--- src/rtl/delay_meter_pkg.sv ---
// delay_meter_pkg: shared FSM state type and synchronizer depth for delay_meter.
package delay_meter_pkg;
  typedef enum logic [2:0] {IDLE, LAUNCH, WAIT, SETTLE, FINISH} state_t;
  localparam int SYNC_STAGES = 2;
endpackage

--- src/rtl/sync_edge_det.sv ---
// sync_edge_det: 2-flop synchronizer with a delayed copy for rise/fall detection.
module sync_edge_det (
  input  logic clk,
  input  logic rst,
  input  logic d,
  output logic level,
  output logic rise,
  output logic fall
);
  logic meta, prev;
  always_ff @(posedge clk or posedge rst)
    if (rst) {meta, level, prev} <= '0;
    else {meta, level, prev} <= {d, meta, level};
  assign rise = level & ~prev;
  assign fall = ~level & prev;
endmodule

--- src/rtl/delay_meter.sv ---
// delay_meter: launches probe edges, times their return and averages NUM_TRIALS trials.
module delay_meter
  import delay_meter_pkg::*;
#(
  parameter int unsigned MAX_COUNT = 24'd10_000_000,
  parameter int NUM_TRIALS = 4,
  parameter int CNT_W = 24
) (
  input  logic clk,
  input  logic rst,
  input  logic start,
  output logic probe_out,
  input  logic probe_in,
  output logic busy,
  output logic done,
  output logic timeout,
  output logic [CNT_W-1:0] result
);
  localparam int LW = $clog2(NUM_TRIALS);
  localparam int TW = LW > 0 ? LW : 1;
  localparam int AW = CNT_W + LW;
  state_t state;
  logic [CNT_W-1:0] count;
  logic [AW-1:0] acc;
  logic [TW-1:0] trial;
  logic level, rise, fall_unused, expired, last;
  sync_edge_det u_sync (
    .clk(clk),
    .rst(rst),
    .d(probe_in),
    .level(level),
    .rise(rise),
    .fall(fall_unused)
  );
  assign expired = count == CNT_W'(MAX_COUNT - 1);
  assign last = trial == TW'(NUM_TRIALS - 1);
  always_ff @(posedge clk or posedge rst)
    if (rst) begin
      state <= IDLE;
      probe_out <= 1'b0;
      busy <= 1'b0;
      done <= 1'b0;
      timeout <= 1'b0;
      result <= '0;
      count <= '0;
      acc <= '0;
      trial <= '0;
    end else begin
      done <= 1'b0;
      case (state)
        IDLE: if (start) begin
          state <= LAUNCH;
          busy <= 1'b1;
          acc <= '0;
          trial <= '0;
          timeout <= 1'b0;
        end
        LAUNCH: begin
          probe_out <= 1'b1;
          count <= '0;
          state <= WAIT;
        end
        WAIT, SETTLE: begin
          count <= count + CNT_W'(1);
          if (expired) begin
            probe_out <= 1'b0;
            timeout <= 1'b1;
            result <= '1;
            done <= 1'b1;
            state <= FINISH;
          end else if (state == WAIT && rise) begin
            // the synchronizer adds SYNC_STAGES cycles that are not part of the path
            acc <= acc + AW'(count - CNT_W'(SYNC_STAGES));
            probe_out <= 1'b0;
            count <= '0;
            state <= SETTLE;
          end else if (state == SETTLE && !level) begin
            if (last) begin
              result <= CNT_W'(acc >> LW);
              done <= 1'b1;
              state <= FINISH;
            end else begin
              trial <= trial + TW'(1);
              state <= LAUNCH;
            end
          end
        end
        FINISH: begin
          busy <= 1'b0;
          state <= IDLE;
        end
        default: state <= IDLE;
      endcase
    end
endmodule

--- config.mk ---
export PLATFORM = sky130hd
export DESIGN_NAME = delay_meter
export DESIGN_NICKNAME = d
export VERILOG_FILES = /design/src/rtl/delay_meter_pkg.sv /design/src/rtl/sync_edge_det.sv /design/src/rtl/delay_meter.sv
export SDC_FILE = /design/constraint.sdc
export NUM_CORES = 1
export LEC_CHECK = 0
export ABC_AREA = 0
export ABC_CLOCK_PERIOD_IN_PS = 4100
export BUFFER_PORTS_ARGS = -buffer_cell sky130_fd_sc_hd__buf_4
export CAP_MARGIN = 15
export CORE_MARGIN = 1
export CORE_UTILIZATION = 32
export CTS_BUF_LIST = sky130_fd_sc_hd__clkbuf_16
export DETAILED_ROUTE_END_ITERATION = 10
export GPL_ROUTABILITY_DRIVEN = 1
export SLEW_MARGIN = 15
export SYNTH_ARGS = -nofsm -noshare
export SYNTH_HDL_FRONTEND = slang
export SYNTH_SLANG_ARGS = --single-unit
--- constraint.sdc ---
create_clock -name clk -period 4.1 [get_ports clk]
set_input_delay 0.41 -clock clk [delete_from_list [all_inputs] [get_ports clk]]
set_output_delay 0.41 -clock clk [all_outputs]
set_load 0.01 [all_outputs]
==> summary.md <==
| Metric | Value |
|---|---|
| Ant. Diodes | `0` |
| Gr ovfl total | `0` |
| Syn Inst Count | `645` |
| TNS Setup | `0 ns` |
| Post-route DRC | `0` |
| Register area | `2156 um2` |
| Final setup fails | `0` |
| Status | `finished, final reports clean` |
| Hold Fails Final Rpt | `0` |
| Area of the multi-input gates | `3073 um2` |
| CP peak stage delay | `0.52 ns` |
| Pwr Density | `894.2 nW/um2` |
| FF-to-FF Start | `count[3]` |
| LEAKAGE | `2.751 nW` |
| Ys Warns | `0` |
| Die Wd | `131.9 um` |
| Startpoint Class | `flop` |
| DP Area | `5849 um2` |
| Max Cap Viol | `0` |
| Area delta synth->final | `15.33%` |
| Switching power | `2.466 mW` |
| CTS Root Cell | `clkbuf_16` |
| Number of CTS-inserted buffers | `9` |
| Internal power | `3.105 mW` |
| Clock buffer depth | `2` |
| I/O Pins | `32` |
| Synth top area cells | `dfrtp_1 (40%), o21ai_0 (8.3%), ha_1 (6.7%)` |
| Detailed Route Iter0 Violations | `306` |
| Synth area leader | `dfrtp_1` |
| Critical-path cell list | `nor4_4, nand2_1, or4_4, or3_4, nor2_1, xor2_1, ha_2, inv_1, o21bai_1, a21o_1, a21o_1, a2111oi_1, o32ai_1, xnor2_1, o21ai_1` |
| Vias per std cell | `5.025` |
| Critical path endpoint category | `flop` |
| Crit Path Max Fanout | `8` |
| Clock group share of total power | `15.8%` |
| Primary FF master, synth | `dfrtp_1` |
| Max VDD drop | `0.0002600 V` |
| GRT Total Usage | `14.41%` |
| Critical Path AT | `4.07 ns` |
| Post-synth top area share | `39.84%` |
| EDFF count, synth | `0` |
| RSZ-0062 raised after global routing | `no` |
| Logic pwr share | `60.7%` |
| FF+latch count, synth | `86` |
| Slowest cell on crit path | `or4_4` |
| Setup CP Type | `reg -> reg` |
| Yosys cell types | `50` |
| Skew final | `0.009269 ns` |
| DP HPWL | `8591 um` |
| Sink Count | `86` |
| Post-synthesis sequential area ratio | `39.84%` |
| Max_slew headroom | `46.54%` |
| Final slew viol count | `0` |
| First-pass GRT wire length | `20,290 um` |
| Post-route antenna net violation count | `0` |
| Core footprint | `16,520 um2` |
| Starting Density | `32.69%` |
| Total wire length | `11,840 um` |
| Finished Cell Area | `6230 um2` |
| Switching Fraction | `44.27%` |
| Fraction of layout cells with a size suffix above 1 | `11.90%` |
| Chip Height | `131.9 um` |
| Final period util | `94.12%` |
| Post-Syn Area | `5401 um2` |
| Highest clock rate | `0.2592 GHz` |
| Largest net degree at the start of global routing | `63` |
| Syn nets | `679` |
| Crit path from | `count[3]` |
| CTS tree | `done` |
| Hold path startpoint | `probe_in` |
| Drt pass-1 iters | `5` |
| H-tree depth | `3` |
| Latest clock arrival within the worst-skew pair | `0.35 ns` |
| Initial antenna violation count | `0` |
| RePlAce Congestion | `0.8752` |
| Routed vias | `4,442` |
| Vias in the first global route | `4,082` |
| Cell family with most CP delay | `simple AND/OR/NAND/NOR gates` |
| Rows | `47` |
| NumNets Final | `693` |
| CTS clock-pin slew for the worst setup and hold paths | `0.07 ns` |
| Routed WL per cell | `13.39 um` |
| Required time worst endpoint | `4.32 ns` |
| Number of port buffers | `31` |
| Crit-path most repeated cell | `a21o_1` |
| WP buf/inv | `1` |
| Minimum clock period | `3.859 ns` |
| Share of flip-flops with an asynchronous set or reset | `100.0%` |
| Fill cells | `1,677` |
| Hold Crit Class | `in -> reg` |
| Syn Area/Cell | `8.374 um2` |
| Least-Margin Pin Slew | `0.7999 ns` |
| Die area | `17,400 um2` |
| Sequential Power Share | `23.4%` |
[worst reg2reg max path: stages (launching register included)]
cell and delay, ns:
dfrtp_2 0.47, nor4_4 0.29, nand2_1 0.13, or4_4 0.52
or3_4 0.39, nor2_1 0.13, xor2_1 0.16, ha_2 0.33
inv_1 0.10, o21bai_1 0.09, a21o_1 0.19, a21o_1 0.17
a2111oi_1 0.40, o32ai_1 0.14, xnor2_1 0.15, o21ai_1 0.07
[layer usage]
metal,wire (um),up-vias,global-route usage [%]
met4,303,0,7.623
met5,0,-,0
met2,5327,70,22.46
met1,5904,2040,19.23
met3,304,22,2.268
li1,-,2310,-
[cells in the final DEF (no fill, tap or decap), types with 3 or more instances in the layout]
master     netlist  final
o21a_1           5      5
or3_1            9      8
a21boi_0         3      3
nor2_1          63     63
o21ai_0         90     89
ha_1            29     28
and2_1           5      5
nand3_1         43     42
nor2b_1          4      4
o31ai_1         10     10
and4_1           4      4
xor2_1          32     32
xnor2_1         18     18
a21o_1           7      7
dfrtp_2          0      3
o211ai_1         4      4
nand4_1          9      9
nand2b_1         6      5
nor3_1          11      9
nor4_1           5      4
clkbuf_16        0      9
dfrtp_1         86     83
buf_4            0     46
o41ai_1          3      3
a21oi_1         36     36
inv_1           15     14
nand2_1         70     70
and3_1           7      7
[cells in the mapped netlist (3+ instances only)]
master	instances
a21boi_0	3
a21o_1	7
a21oi_1	36
and2_1	5
and3_1	7
and4_1	4
buf_1	3
buf_2	3
clkbuf_1	36
dfrtp_1	86
ha_1	29
inv_1	15
nand2_1	70
nand2b_1	6
nand3_1	43
nand4_1	9
nor2_1	63
nor2b_1	4
nor3_1	11
nor4_1	5
o211ai_1	4
o21a_1	5
o21ai_0	90
o31ai_1	10
o41ai_1	3
or3_1	9
xnor2_1	18
xor2_1	32
[per-stage QoR]
stage                     cells  hold slack, ns  power [mW]  setup WS [ns]  utilization [%]
after global routing        884          0.1553       6.111      0.0003855            37.70
after global placement      866          0.3327       4.651         0.2112            35.40
after floorplan             645          0.3312       3.827         0.2981                -
final                       884          0.1621       5.571         0.2412            37.70
after detailed placement    866          0.3358       4.634         0.1804            35.40
after CTS                   882          0.1487       5.538         0.1638            37.34
[what timing repair did]
| item | 4_1_cts | 5_1_grt |
|---|---|---|
| endpoints found under the setup margin | 0 | 2 |
| setup buffers | 0 | 2 |
| hold buffers | 0 | 0 |
| gates resized for setup | 0 | 11 |
[sequential cells by signal (all words and copies together) (netlist names)]
name and flops:
count 24, done 1, u_sync.meta 1, result 24
acc 26, busy 1, trial 2, u_sync.level 1
u_sync.prev 1, state 3, timeout 1, probe_out 1
[worst paths after layout]
check | end | slack, ns | cells after the start
worst min-delay path | u_sync.meta | 0.16 | 1
max in group asynchronous | acc[15] | 3.10 | 3
worst min register to register | u_sync.level | 0.35 | 0
worst max-delay path | acc[24] | 0.24 | 15
worst max register to register | acc[24] | 0.24 | 15
min in group asynchronous | acc[3] | 0.21 | 2
[cell families after synthesis]
logic type / after synthesis / share of synthesized area (%)
simple gates: 246 / 22.01
compound gates: 174 / 18.53
flops: 86 / 39.84
buf+inv: 58 / 4.239
xor+xnor: 50 / 8.107
fa+ha+maj: 30 / 7.088
mux: 1 / 0.1853
[layout make-up]
class                      instances  share of cell area [%]
clock buffer                       9                   3.615
clock inverter                     7                   1.546
inverter                          15                  0.9440
multi-input combinational        501                   49.33
sequential                        86                   34.61
tap                              220                   4.419
timing repair buffer              46                   5.543
[power groups by stage]
stage          combinational (mW)  clock [mW]  sequential (mW)
2_1_floorplan                2.53           0             1.30
3_3_place_gp                 3.34           0             1.31
3_5_place_dp                 3.31           0             1.32
4_1_cts                      3.32       0.911             1.31
5_1_grt                      3.82       0.944             1.35
6_report                     3.38       0.882             1.31
Note: power is estimated with default switching activity, not from simulation.
